## config.mk

```make
export PLATFORM = sky130hd
export DESIGN_NAME = dff_delay_line
export DESIGN_NICKNAME = d
export VERILOG_FILES = /design/src/rtl/dff_delay_line.sv
export SDC_FILE = /design/constraint.sdc
export NUM_CORES = 1
export LEC_CHECK = 0
export CORE_ASPECT_RATIO = 1.75
export CORE_MARGIN = 1.5
export CORE_UTILIZATION = 47
export CTS_BUF_LIST = sky130_fd_sc_hd__clkbuf_4 sky130_fd_sc_hd__clkbuf_8
export CTS_CLUSTER_DIAMETER = 200
export DETAILED_ROUTE_END_ITERATION = 10
export PLACE_DENSITY = 0.74
export SLEW_MARGIN = 20
export SYNTH_ARGS = -nofsm -noshare
export SYNTH_HDL_FRONTEND = slang
export SYNTH_SLANG_ARGS = --single-unit
```

## constraint.sdc

```tcl
create_clock -name clk -period 2.3 [get_ports clk]
set_input_delay 0.46 -clock clk [delete_from_list [all_inputs] [get_ports clk]]
set_output_delay 0.46 -clock clk [all_outputs]
set_load 0.02 [all_outputs]
```

## src/rtl/dff_delay_line.sv

```systemverilog
// WIDTH-bit, DEPTH-stage registered delay line with per-stage valid,
// flush, stall, selectable tap and registered occupancy count.
module dff_delay_line #(
    parameter int              WIDTH    = 8,
    parameter int              DEPTH    = 4,
    parameter bit              NEG_EDGE = 1'b1,
    parameter logic [WIDTH-1:0] RST_VAL = '0,
    localparam int             TAP_W    = (DEPTH > 1) ? $clog2(DEPTH) : 1,
    localparam int             OCC_W    = $clog2(DEPTH + 1)
) (
    input  logic             clk,
    input  logic             rst,
    input  logic             en,
    input  logic             flush,
    input  logic [WIDTH-1:0] d,
    input  logic             d_valid,
    input  logic [TAP_W-1:0] tap_sel,
    output logic [WIDTH-1:0] q,
    output logic             q_valid,
    output logic [WIDTH-1:0] tap_q,
    output logic             tap_valid,
    output logic [OCC_W-1:0] occupancy
);

    logic [WIDTH-1:0] stage   [DEPTH];
    logic [WIDTH-1:0] stage_n [DEPTH];
    logic [DEPTH-1:0] v;
    logic [DEPTH-1:0] v_n;
    logic [OCC_W-1:0] cnt;
    logic             aclk;

    // Falling-edge variant is a plain clock inversion feeding one register bank
    assign aclk = NEG_EDGE ? ~clk : clk;

    always_comb begin
        stage_n = stage;
        v_n     = v;
        if (flush) begin
            v_n = '0;
        end else if (en) begin
            stage_n[0] = d;
            v_n[0]     = d_valid;
            for (int i = 1; i < DEPTH; i++) begin
                stage_n[i] = stage[i-1];
                v_n[i]     = v[i-1];
            end
        end
    end

    always_comb begin
        cnt = '0;
        for (int i = 0; i < DEPTH; i++) begin
            cnt = cnt + OCC_W'(v_n[i]);
        end
    end

    always_ff @(posedge aclk) begin
        if (rst) begin
            for (int i = 0; i < DEPTH; i++) begin
                stage[i] <= RST_VAL;
            end
            v         <= '0;
            occupancy <= '0;
        end else begin
            stage     <= stage_n;
            v         <= v_n;
            occupancy <= cnt;
        end
    end

    assign q       = stage[DEPTH-1];
    assign q_valid = v[DEPTH-1];

    // Out-of-range selects fall through to the reset value
    always_comb begin
        tap_q     = RST_VAL;
        tap_valid = 1'b0;
        for (int i = 0; i < DEPTH; i++) begin
            if (tap_sel == TAP_W'(i)) begin
                tap_q     = stage[i];
                tap_valid = v[i];
            end
        end
    end

endmodule

```

== Yosys cells after proc, flatten, opt, wreduce, memory -nomap -nowiden ==
Cells that the tools add are included.
Storage, ports and cells
  bits in registers: 39
  bits of input ports: 15
  output and inout port bits: 21
Cells by class
  add/sub/neg operators: 3
  equality and inequality tests: 3
  muxes and demuxes: 10
  bitwise logic cells: 1
  reduce and logical (&&, ||, !) cells: 2
Operators by type and width (count)
  8-bit 2-to-1 mux: 4
  4-bit 2-to-1 mux: 2
  2-bit equality test, second input constant: 2
  1-bit 2-to-1 mux: 4
  2-bit by 1-bit adder with 3-bit output: 1
  3-bit by 1-bit adder with 3-bit output: 1
  1-bit by 1-bit adder with 2-bit output: 1
  2-bit by 1-bit equality test with 1-bit output, second input constant: 1
  2-bit logical NOT: 1
  2-bit AND reduction: 1
  1-bit inverter: 1

== Longest topological paths before layout ==
Gate-level depths: netlist of the first run.
  depth in word-level cells: 5
  depth in mapped cells: 7
  mapped depth without buffers: 6

==> results by group, run 1 <==
Outcome
  – Run status: finished, violations left
  – Failing checks: setup timing

Power and ir drop
  – Post-layout total power: 1.639 mW
  – Pwr/cell area: 536.0 nW/um^2
  – Switching share of total power: 33.58%
  – Net switching power: 0.5504 mW
  – Leak pwr: 1.371 nW
  – Logic pwr share: between 10% and 20%
  – Internal power: 1.089 mW
  – Power share of the clock group: 45.2%
  – Max IR drop VDD: 0.6314 mV
  – Reg power frac: a little over two fifths

Cells and area
  – Share of cells above drive strength 1: between 50 and 60%
  – # diodes: 0
  – Layout area overhead: 67.28%
  – Finished Core Util: 83.44%
  – Nets: around 330

STA
  – Clk_skew: between 0.015 and 0.02 ns
  – Setup TNS: -9.888 ns
  – Max_slew headroom: about four fifths
  – Setup ws final: -0.7052 ns
  – Final Slew Violations: 0
  – RSZ-0062 raised after global routing: true
  – Final setup fails: 24
  – Worst-Margin Slew: 0.3280 ns
  – Hold Vio Cnt, Final: 0

Worst setup path
  – Critical Path RT: 1.84 ns
  – Critical Path Fanout Max: 2
  – RR Startpoint: v[3]
  – CP startpoint: stage[28]
  – Worst reg2reg path depth: 8
  – CP arrival: 2.55 ns
  – Crit Path Class: flip-flop to primary output
  – Startpoint types: flip-flop
  – CP endpoint kind: primary output

Yosys
  – Ys Warns: 0
  – Synth Instances: 188
  – Post-synth top cells: 64 x nand2_1, 39 x dfxtp_1, 21 x a21oi_2, 11 x a21oi_1, 9 x mux4_2
  – Most frequent cell after synthesis: nand2_1
  – Net Count, Synth: about 210
  – Mapped cell area: 1828 sq um
  – Seq/Total Area, Yosys: 42.71%
  – Post-synth ARST share: 0%
  – Synth area leader: dfxtp_1
  – Share of the synthesized area in the top cell type: 42.71%
  – Synth top area cells: dfxtp_1 43%, nand2_1 13%, mux4_2 11%
  – Number of flops mapped to enable cells by yosys: 0
  – Synth cell types: 19
  – Avg Cell Area, Syn: 9.723 sq um
  – Post-synth top flop: dfxtp_1
  – FF+latch count, synth: 39

Clock network
  – Clock sinks: 39
  – H-tree Lvls: 2
  – Clock slew at reported path FFs: 0.05 ns
  – Clock Tree Root: clkbuf_8
  – CTS max path bufs: 2
  – CTS tree: yes
  – Total CTS buffers: 5
  – Post-CTS Hold Fix Bufs: 0
  – Clk_lat worst skew: 0.37 ns

Route
  – Routed WL: 6016 um
  – ANT nets after route: 0
  – Metal-1 WL: 2066 um
  – DR WL met3: 266 um
  – DRT Pass-1 Iters: 4
  – DRC: 0
  – Met2 routed WL: 3551 um
  – Mean routed wirelength per cell: 16.85 um
  – Top Metal Used: met4
  – DR vias: 1,858
  – Via density per instance: between 5 and 6
  – DR iter-0 viols: 72

Worst hold path
  – Hold WC Path Type: flip-flop to flip-flop
  – Worst hold start: stage[11]
  – Min-Delay Path Depth: 3

Die
  – Core area: about 3700 sq um
  – Row cnt: 29
  – DIE AREA: around 4300 sq um
  – Chip width: approximately 50 um
  – Initial Util: 49.88%
  – Die H: between 80 and 90 um
  – Io pins: 36

Global route
  – Total GRT Usage: 27.25%
  – Antenna violations before repair: 0
  – GRT Residual Overflow: 0
  – Global-route wire length before repair: 8714 um
  – Vias in the first global route: 2,001
  – Largest net degree at the start of global routing: 17

Placement
  – Gpl congestion: 0.7438
  – I/O Buffers: 35
  – Placement Setup Slack: -1.414 ns
  – Hpwl dp: 3262 um

Run
  – Max_cap viols: 0
## kinds of logic (layout without fill, tap and decap cells)
family	count (synthesis)	count (layout)	synth area share (%)
fa+ha+maj	3	3	2.464
buf+inv	24	144	11.02
compound gates	32	32	13.07
mux	13	13	13.28
flops	39	39	42.71
simple gates	77	80	17.45
## repair_timing
item | in CTS | in global routing
gates cloned | 2 | 3
buffers inserted | 7 | 11
pin swaps | 5 | 4
resized for setup | 171 | 22
setup endpoints to repair | 58 | 40
## per-layer routing
| metal | track usage, % | vias up |
|---|---|---|
| met5 | 0 | - |
| met4 | 14.39 | 0 |
| met1 | 23.63 | 923 |
| met2 | 51.08 | 62 |
| met3 | 10.63 | 9 |
| li1 | - | 864 |
## state kept, by name, indices dropped and copies added, names as in the netlist
register / count
occupancy: 3
q: 8
v: 4
stage: 24
## per-stage QoR
step                      cell area (sq um)  hold WS (ns)  cells
final                                  3058        0.5772    357
after floorplan                        1932        0.4440    188
after global routing                   3058        0.6021    357
after CTS                              2907        0.5662    346
after detailed placement               2506        0.4833    292
after global placement                 2506        0.4668    292
## power by group through the flow
| stage | Combinational, mW | Clock [mW] | Sequential [mW] |
|---|---|---|---|
| detailed placement | 0.168 | 0.106 | 0.708 |
| CTS | 0.182 | 0.745 | 0.699 |
| global placement | 0.164 | 0.106 | 0.707 |
| global route | 0.209 | 0.831 | 0.699 |
| finish | 0.199 | 0.740 | 0.700 |
| floorplan | 0.101 | 0.106 | 0.709 |
## cells in the final DEF, fill, tap and decap left out, types with 3 or more instances in the layout
master	Yosys	layout
mux4_2	9	9
clkbuf_8	4	5
dfxtp_1	39	15
or2b_4	1	4
a21oi_2	21	21
clkdlybuf4s50_1	0	10
buf_2	3	5
buf_6	5	36
nor3_1	4	4
buf_4	8	41
a21oi_1	11	11
nand2_2	0	18
nor2_1	4	3
nand2_4	0	3
inv_1	1	40
nor2b_4	1	4
dfxtp_2	0	24
buf_12	0	5
nand2_1	64	43
## worst max-delay path, stage by stage, from the launching register on
cell and delay (ns):
dfxtp_1 0.34, mux4_2 0.53, buf_6 0.16
## path summary, 6_finish.rpt
path | endpoint | slack [ns]
setup / recovery | tap_q[4] | -0.71
hold reg to reg | q[3] | 0.58
hold / removal | q[3] | 0.58
setup reg to reg | occupancy[1] | 0.39
## cell type report
type / instances / area [sq um]
multi-input cells: 128 / 1022
well taps: 46 / 57.56
clock inverters: 42 / 160.2
repair buffers: 97 / 938.4
clock buffers: 5 / 68.82
flip-flops and latches: 39 / 810.8
fillers: 205 / 606.8
No activity file was read; power rests on OpenSTA's default activity.
==> run 2: changes to the inputs <==
--- a/config.mk
+++ b/config.mk
@@ -12,7 +12,7 @@
 export CTS_CLUSTER_DIAMETER = 200
 export DETAILED_ROUTE_END_ITERATION = 10
 export PLACE_DENSITY = 0.74
-export SLEW_MARGIN = 20
+export RECOVER_POWER = 25
 export SYNTH_ARGS = -nofsm -noshare
 export SYNTH_HDL_FRONTEND = slang
 export SYNTH_SLANG_ARGS = --single-unit
==> results by group, run 2 (synthesis results as in run 1) <==
Outcome
  – Run status: finished, violations left
  – Failing checks: setup timing

Global route
  – GRT Residual Overflow: 0 (unchanged)
  – Vias in the first global route: 2,001 (unchanged)
  – Antenna violations before repair: 0 (unchanged)
  – M3 GR Usage: 10.63% (unchanged)
  – Routing usage on met2: 51.08% (unchanged)
  – Met1 Track Usage GR: 23.63% (unchanged)
  – Total GRT Usage: 27.25% (unchanged)
  – GRT busiest layer: met2
  – Largest net degree at the start of global routing: 17 (unchanged)
  – Global-route wire length before repair: 8714 um (unchanged)

STA
  – Hold Slack: 0.5772 ns (unchanged)
  – Max_slew headroom: 78.23% (+0.10 points)
  – Clk_skew: 0.01680 ns (+0.0002722 ns)
  – RSZ-0062 raised after global routing: true
  – Final Slew Violations: 0 (unchanged)
  – Setup ws final: -0.7050 ns (+0.0001420 ns)
  – Final setup fails: 50 (+110%)
  – Worst-Margin Slew: 0.3265 ns (-0.001524 ns)
  – Hold Vio Cnt, Final: 0 (unchanged)

Cells and area
  – Nets: 328 (unchanged)
  – Commonest non-fill, non-tap cell in the layout: nand2_1
  – Number of flip-flops in the largest register: 24 (unchanged)
  – Largest reg by FF count: stage
  – Most frequent cells in the layout: 43 x nand2_1, 40 x inv_1, 40 x buf_4, 36 x buf_6, 24 x dfxtp_2
  – Layout area overhead: 66.32%
  – # diodes: 0 (unchanged)
  – Share of cells above drive strength 1: 57.56% (-0.96 points)
  – Filler instances: 209 (+2.0%)

Worst hold path
  – Min-Delay Path Depth: 3 (unchanged)
  – Hold WC Path Type: flip-flop to flip-flop

Die
  – DIE AREA: 4287 sq um (unchanged)
  – Core area: 3665 sq um (unchanged)
  – Io pins: 36 (unchanged)
  – Initial Util: 49.88% (unchanged)
  – Chip width: 50.15 um (unchanged)
  – Die H: 85.50 um (unchanged)
  – Row cnt: 29 (unchanged)

Worst setup path
  – Flop2flop setup slack: 0.38 ns (about the same)
  – Worst reg2reg path depth: 8 (unchanged)
  – Startpoint types: flip-flop
  – R2R Path End: occupancy[1]
  – Crit Path Class: flip-flop to primary output
  – Critical Path Max Stage Delay: 0.53 ns (about the same)
  – Critical Path RT: 1.84 ns (about the same)
  – Crit path max-delay cell type: mux4_2
  – Critical-path cell list: mux4_2, buf_6
  – CP endpoint kind: primary output
  – RR Startpoint: v[3]
  – Worst Setup EP: tap_q[4]
  – Critical Path Fanout Max: 2 (unchanged)
  – CP arrival: 2.55 ns (about the same)
  – CP startpoint: stage[28]

Route
  – Mean routed wirelength per cell: 16.90 um (+0.27%)
  – DRT Pass-1 Iters: 4 (unchanged)
  – DR vias: 1,866 (+0.43%)
  – ANT nets after route: 0 (unchanged)
  – DRC: 0 (unchanged)
  – DR iter-0 viols: 72 (unchanged)
  – Routed WL: 6032 um (+0.27%)
  – Via density per instance: 5.227 (+0.43%)

Clock network
  – H-tree Lvls: 2 (unchanged)
  – CTS max path bufs: 2 (unchanged)
  – Clock sinks: 39 (unchanged)
  – Clock Tree Root: clkbuf_8
  – Post-CTS Hold Fix Bufs: 0 (unchanged)
  – Total CTS buffers: 5 (unchanged)
  – Clock slew at reported path FFs: 0.05 ns (about the same)
  – Clk_lat worst skew: 0.37 ns (about the same)
  – CTS tree: yes

Placement
  – Gpl congestion: 0.7438 (unchanged)
  – Hpwl dp: 3262 um (unchanged)
  – I/O Buffers: 35 (unchanged)
  – Placement Setup Slack: -1.414 ns (unchanged)

Power and ir drop
  – Leak pwr: 1.365 nW (-0.41%)
  – Pwr/cell area: 538.1 nW/um^2 (+0.39%)
  – Max IR drop VDD: 0.6314 mV (about the same)

Run
  – Max_cap viols: 0 (unchanged)
## run 2: repair_timing
| item | 4_1_cts | 5_1_grt |
|---|---|---|
| buffers inserted | 7 | 11 |
| hold endpoints to repair | 0 | 0 |
| gates cloned | 2 | 3 |
| endpoints found under the setup margin | 58 | 40 |
| gates resized for setup | 171 | 22 |
| pin swaps | 5 | 4 |
## run 2: per-layer routing
metal | vias to the layer above | share of wire (%)
met4 | 0 | 2.2
li1 | 865 | -
met3 | 9 | 4.6
met1 | 928 | 34
met2 | 64 | 59
met5 | - | 0
## run 2: worst min-delay path by stage
| stage | start | endpoint |
|---|---|---|
| 2_1_floorplan | stage[19] | stage[19] |
| 3_3_place_gp | q[5] | q[5] |
| 3_5_place_dp | stage[17] | stage[17] |
| 4_1_cts | q[2] | q[2] |
| 5_1_grt | stage[11] | q[3] |
| 6_report | stage[11] | q[3] |
## run 2: power by group
part | leakage, nW | internal, mW | switching, mW | total (mW)
Clock | 0.249 | 0.294 | 0.447 | 0.741
Sequential | 0.327 | 0.692 | 0.00754 | 0.700
Combinational | 0.788 | 0.0992 | 0.0955 | 0.195
## run 2: worst max-delay path, delay by kind of cell (launching register included)
| kind | cells | cell delay (ns) |
|---|---|---|
| flip-flops | 1 | 0.34 |
| buffers and inverters | 1 | 0.16 |
| multiplexers | 1 | 0.53 |
## run 2: cell type report
| type | instances | area [sq um] | area share, % |
|---|---|---|---|
| clock buffer | 5 | 68.82 | 2.263 |
| clock inverter | 42 | 160.2 | 5.267 |
| timing repair buffer | 97 | 933.4 | 30.70 |
| tap | 46 | 57.56 | 1.893 |
| multi-input combinational | 128 | 1010 | 33.21 |
| sequential | 39 | 810.8 | 26.67 |
## run 2: metrics by stage
| step | area [sq um] | setup TNS, ns | total power [mW] | util, % | instances |
|---|---|---|---|---|---|
| 3_3_place_gp | 2506 | -39.69 | 0.9770 | 68.39 | 292 |
| 3_5_place_dp | 2506 | -42.10 | 0.9821 | 68.39 | 292 |
| 6_report | 3040 | -11.29 | 1.636 | 82.96 | 357 |
| 5_1_grt | 3040 | -13.50 | 1.735 | 82.96 | 357 |
| 4_1_cts | 2907 | -9.241 | 1.625 | 79.31 | 346 |
| 2_1_floorplan | 1932 | -7.355 | 0.9168 | - | 188 |
==> run 3: changes to the inputs <==
--- a/config.mk
+++ b/config.mk
@@ -11,7 +11,7 @@
 export CTS_BUF_LIST = sky130_fd_sc_hd__clkbuf_4 sky130_fd_sc_hd__clkbuf_8
 export CTS_CLUSTER_DIAMETER = 200
 export DETAILED_ROUTE_END_ITERATION = 10
-export PLACE_DENSITY = 0.74
+export PLACE_DENSITY = 0.79
 export RECOVER_POWER = 25
 export SYNTH_ARGS = -nofsm -noshare
 export SYNTH_HDL_FRONTEND = slang
==> constraint.sdc (replaced) <==
create_clock -name clk -period 2.3 [get_ports clk]
set_input_delay 0.69 -clock clk [delete_from_list [all_inputs] [get_ports clk]]
set_output_delay 0.69 -clock clk [all_outputs]
set_load 0.02 [all_outputs]
==> results by group, run 3 <==
Placement
  – Gpl congestion: 0.7646 (+2.8%)
  – Placement Setup Slack: -1.630 ns (-0.2160 ns)
  – I/O Buffers: 35 (unchanged)
  – Hpwl dp: 2827 um (-13%)

Yosys
  – Post-synth top cells: 64 x nand2_1, 39 x dfxtp_1, 21 x a21oi_2, 11 x a21oi_1, 9 x mux4_2
  – Post-synth ARST share: 0% (unchanged)
  – Share of the synthesized area in the top cell type: 42.71% (unchanged)
  – Main combinational cell family by area after synthesis: simple AND/OR/NAND/NOR gates
  – Number of flops mapped to enable cells by yosys: 0 (unchanged)
  – Most frequent cell after synthesis: nand2_1
  – Avg Cell Area, Syn: 9.723 sq um (unchanged)
  – Post-synthesis mux area share: 13.28% (unchanged)
  – Compound-Gate Fraction of Synth Area: 13.07% (unchanged)
  – Synth area leader: dfxtp_1
  – Seq/Total Area, Yosys: 42.71% (unchanged)
  – Xor/xnor cell area share of the yosys netlist: 0% (unchanged)
  – Post-synth top flop: dfxtp_1
  – Synth Instances: 188 (unchanged)
  – FF+latch count, synth: 39 (unchanged)
  – Net Count, Synth: 206 (unchanged)
  – Ys Warns: 0 (unchanged)
  – Simple-gate area share of the yosys netlist: 17.45% (unchanged)
  – Synth top area cells: dfxtp_1 43%, nand2_1 13%, mux4_2 11%
  – Synth Area in Adders: 2.464% (unchanged)
  – Synth cell types: 19 (unchanged)
  – Mapped cell area: 1828 sq um (unchanged)

Global route
  – Largest net degree at the start of global routing: 33
  – Antenna violations before repair: 0

Outcome
  – Failed at: global routing
  – Error message: [ERROR DPL-0033] detailed placement checks failed during check placement.
  – Run status: stopped before the end

Die
  – Row cnt: 29 (unchanged)
  – Chip width: 50.15 um (unchanged)
  – Die H: 85.50 um (unchanged)
  – Io pins: 36 (unchanged)
  – Initial Util: 49.88% (unchanged)

STA
  – Worst EP post-GRT repair: tap_q[0]
  – WEP type: top-level output

Clock network
  – H-tree Lvls: 2 (unchanged)
  – Clock Tree Root: clkbuf_8
  – Clock sinks: 39 (unchanged)
  – CTS max path bufs: 2 (unchanged)
  – Total CTS buffers: 5 (unchanged)
[run 3: cell counts after synthesis]
No cell type changed its count.
[run 3: repair_timing]
action	in CTS
resized for setup	229
setup buffers	21
hold buffers	0
endpoints found under the setup margin	60
gates cloned	6
pin swaps	30
[run 3: logic make-up after synthesis]
logic type / count (synthesis)
fa+ha+maj: 3
compound gates: 32
mux: 13
simple gates: 77
buf+inv: 24
flops: 39
[run 3: per-stage QoR]
| stage | std cells | hold WS, ns | area [sq um] |
|---|---|---|---|
| 2_1_floorplan | 188 | 0.4440 | 1932 |
| 4_1_cts | 362 | 0.5546 | 3358 |
| 3_3_place_gp | 293 | 0.5662 | 2526 |
| 3_5_place_dp | 293 | 0.5704 | 2526 |
==> run 4: changes to the inputs <==
==> config.mk (replaced) <==
export PLATFORM = sky130hd
export DESIGN_NAME = dff_delay_line
export DESIGN_NICKNAME = d
export VERILOG_FILES = /design/src/rtl/dff_delay_line.sv
export SDC_FILE = /design/constraint.sdc
export NUM_CORES = 1
export LEC_CHECK = 0
export CORE_MARGIN = 1.5
export CORE_UTILIZATION = 32
export DETAILED_ROUTE_END_ITERATION = 10
export PLACE_DENSITY_LB_ADDON = 0.15
export RECOVER_POWER = 25
export SYNTH_ARGS = -nofsm -noshare
export SYNTH_HDL_FRONTEND = slang
export SYNTH_SLANG_ARGS = --single-unit
==> results by group, run 4 (synthesis results as in run 1) <==
Die
  – DIE AREA: 6175 sq um
  – Initial Util: 33.20% (-17 points)
  – Die H: 78.58 um (-8.1%)
  – Core area: 5507 sq um
  – Io pins: 36 (unchanged)
  – Row cnt: 27 (-6.9%)
  – Chip width: 78.58 um (+57%)

STA
  – Clk_skew: 0.01570 ns
  – Setup ws final: -0.8570 ns
  – Hold Vio Cnt, Final: 0
  – Final setup fails: 56
  – Final Slew Violations: 0
  – Worst-Margin Slew: 0.2014 ns
  – Max_slew headroom: 86.19%
  – RSZ-0062 raised after global routing: true

Outcome
  – Run status: finished, violations left
  – Failing checks: setup timing

Route
  – DRT Pass-1 Iters: 4
  – DRC: 0
  – Mean routed wirelength per cell: 14.96 um
  – Via density per instance: 4.625
  – DR iter-0 viols: 63
  – Routed WL: a little under 6000 um
  – ANT nets after route: 0
  – DR vias: 1,813

Clock network
  – Clock slew at reported path FFs: 0.04 ns
  – Clock Tree Root: clkbuf_8
  – Total CTS buffers: 5 (unchanged)
  – H-tree Lvls: 2 (unchanged)
  – Clk_lat worst skew: 0.36 ns
  – Clock sinks: 39 (unchanged)
  – CTS tree: yes
  – Post-CTS Hold Fix Bufs: 0 (unchanged)
  – CTS max path bufs: 2 (unchanged)

Cells and area
  – Nets: between 300 and 400
  – Filler instances: between 400 and 500
  – Number of flip-flops in the largest register: 24
  – Layout area overhead: 98.77%
  – Share of cells above drive strength 1: between 70% and 80%
  – Largest reg by FF count: stage
  – Most frequent cells in the layout: 42 x buf_4, 41 x inv_1, 37 x nand2_4, 36 x buf_6, 32 x a21oi_2
  – Commonest non-fill, non-tap cell in the layout: buf_4
  – # diodes: 0
  – Finished Core Util: 65.99%

Global route
  – Global-route wire length before repair: around 9500 um
  – Antenna violations before repair: 0
  – Largest net degree at the start of global routing: 18
  – GRT Residual Overflow: 0
  – Total GRT Usage: between 20% and 30%
  – Vias in the first global route: 2,120

Worst setup path
  – Worst reg2reg path depth: 8
  – RR Startpoint: v[3]
  – Critical Path Fanout Max: 2
  – CP startpoint: stage[22]
  – R2R Path End: occupancy[1]
  – Crit path max-delay cell type: mux4_2
  – CP endpoint kind: primary output
  – Flop2flop setup slack: about 0.4 ns
  – Critical Path RT: 1.61 ns
  – Startpoint types: flip-flop
  – Delay-heaviest family, CP: multiplexers
  – Crit path buffers/inverters: 1
  – Critical-path cell list: mux4_2, buf_6
  – CP arrival: 2.47 ns
  – Critical Path Max Stage Delay: 0.48 ns
  – Crit Path Class: flip-flop to primary output

Worst hold path
  – Worst hold start: stage[29]
  – Hold Path End: stage[21]
  – Min-Delay Path Depth: 3
  – Hold WC Path Type: flip-flop to flip-flop

Power and ir drop
  – Max IR drop VDD: 0.3209 mV
  – Leak pwr: 1.828 nW
  – Pwr/cell area: 500.1 nW/um^2

Run
  – Max_cap viols: 0

Placement
  – Hpwl dp: 3022 um (+6.9%)
  – Placement Setup Slack: -1.692 ns (-0.06242 ns)
  – I/O Buffers: 35 (unchanged)
  – Gpl congestion: 0.7631 (-0.20%)
-- run 4: worst max path at each step --
stage | end | slack [ns] | cells after the start
final | tap_q[6] | -0.86 | 2
after global routing | tap_q[0] | -0.90 | 2
after detailed placement | occupancy[1] | -1.69 | 7
after floorplan | occupancy[1] | -1.05 | 7
after CTS | tap_q[6] | -0.87 | 2
after global placement | occupancy[1] | -1.62 | 7
-- run 4: tightest hold or removal path: stages (launching register included) --
cell,delay [ns]
dfxtp_1,0.30
buf_4,0.14
nand2_4,0.05
a21oi_2,0.03
-- run 4: cell type report --
cell class | instances | area, sq um | area share [%]
clock buffer | 5 | 68.82 | 1.894
clock inverter | 42 | 183.9 | 5.062
multi-input combinational | 127 | 1289 | 35.47
sequential | 39 | 808.3 | 22.25
tap | 72 | 90.09 | 2.479
timing repair buffer | 107 | 1194 | 32.85
-- run 4: metrics by stage --
stage	instances	setup TNS (ns)	instance area (sq um)	power [mW]	hold WS [ns]
floorplan	188	-17.52	1932	0.9169	0.4440
global placement	317	-55.39	2544	0.9823	0.4626
detailed placement	317	-58.25	2544	0.9848	0.4703
CTS	387	-19.24	3461	1.836	0.4761
global route	392	-21.94	3633	1.944	0.5780
finish	392	-20.19	3633	1.817	0.5607
-- run 4: where the power goes --
part | leakage, nW | internal (mW) | switching [mW]
clock | 0.268 | 0.405 | 0.423
combinational | 1.23 | 0.157 | 0.134
sequential | 0.326 | 0.691 | 0.00575
-- run 4: routing by layer --
metal  track usage (%)  part of all wire (%)  wire [um]  vias to the layer above
li1                  -                     -          -                      883
met1             20.19                    39       2306                      892
met2             38.02                    56       3286                       33
met3             7.093                   3.6        214                        5
met4             9.643                  0.97         57                        0
met5                 0                     0          0                        -
-- run 4: timing repair --
item                       4_1_cts  5_1_grt
setup endpoints to repair       60       58
setup buffers                   19       14
gates resized for setup        241       42
gates cloned                     7        0
pin swaps                       55       23
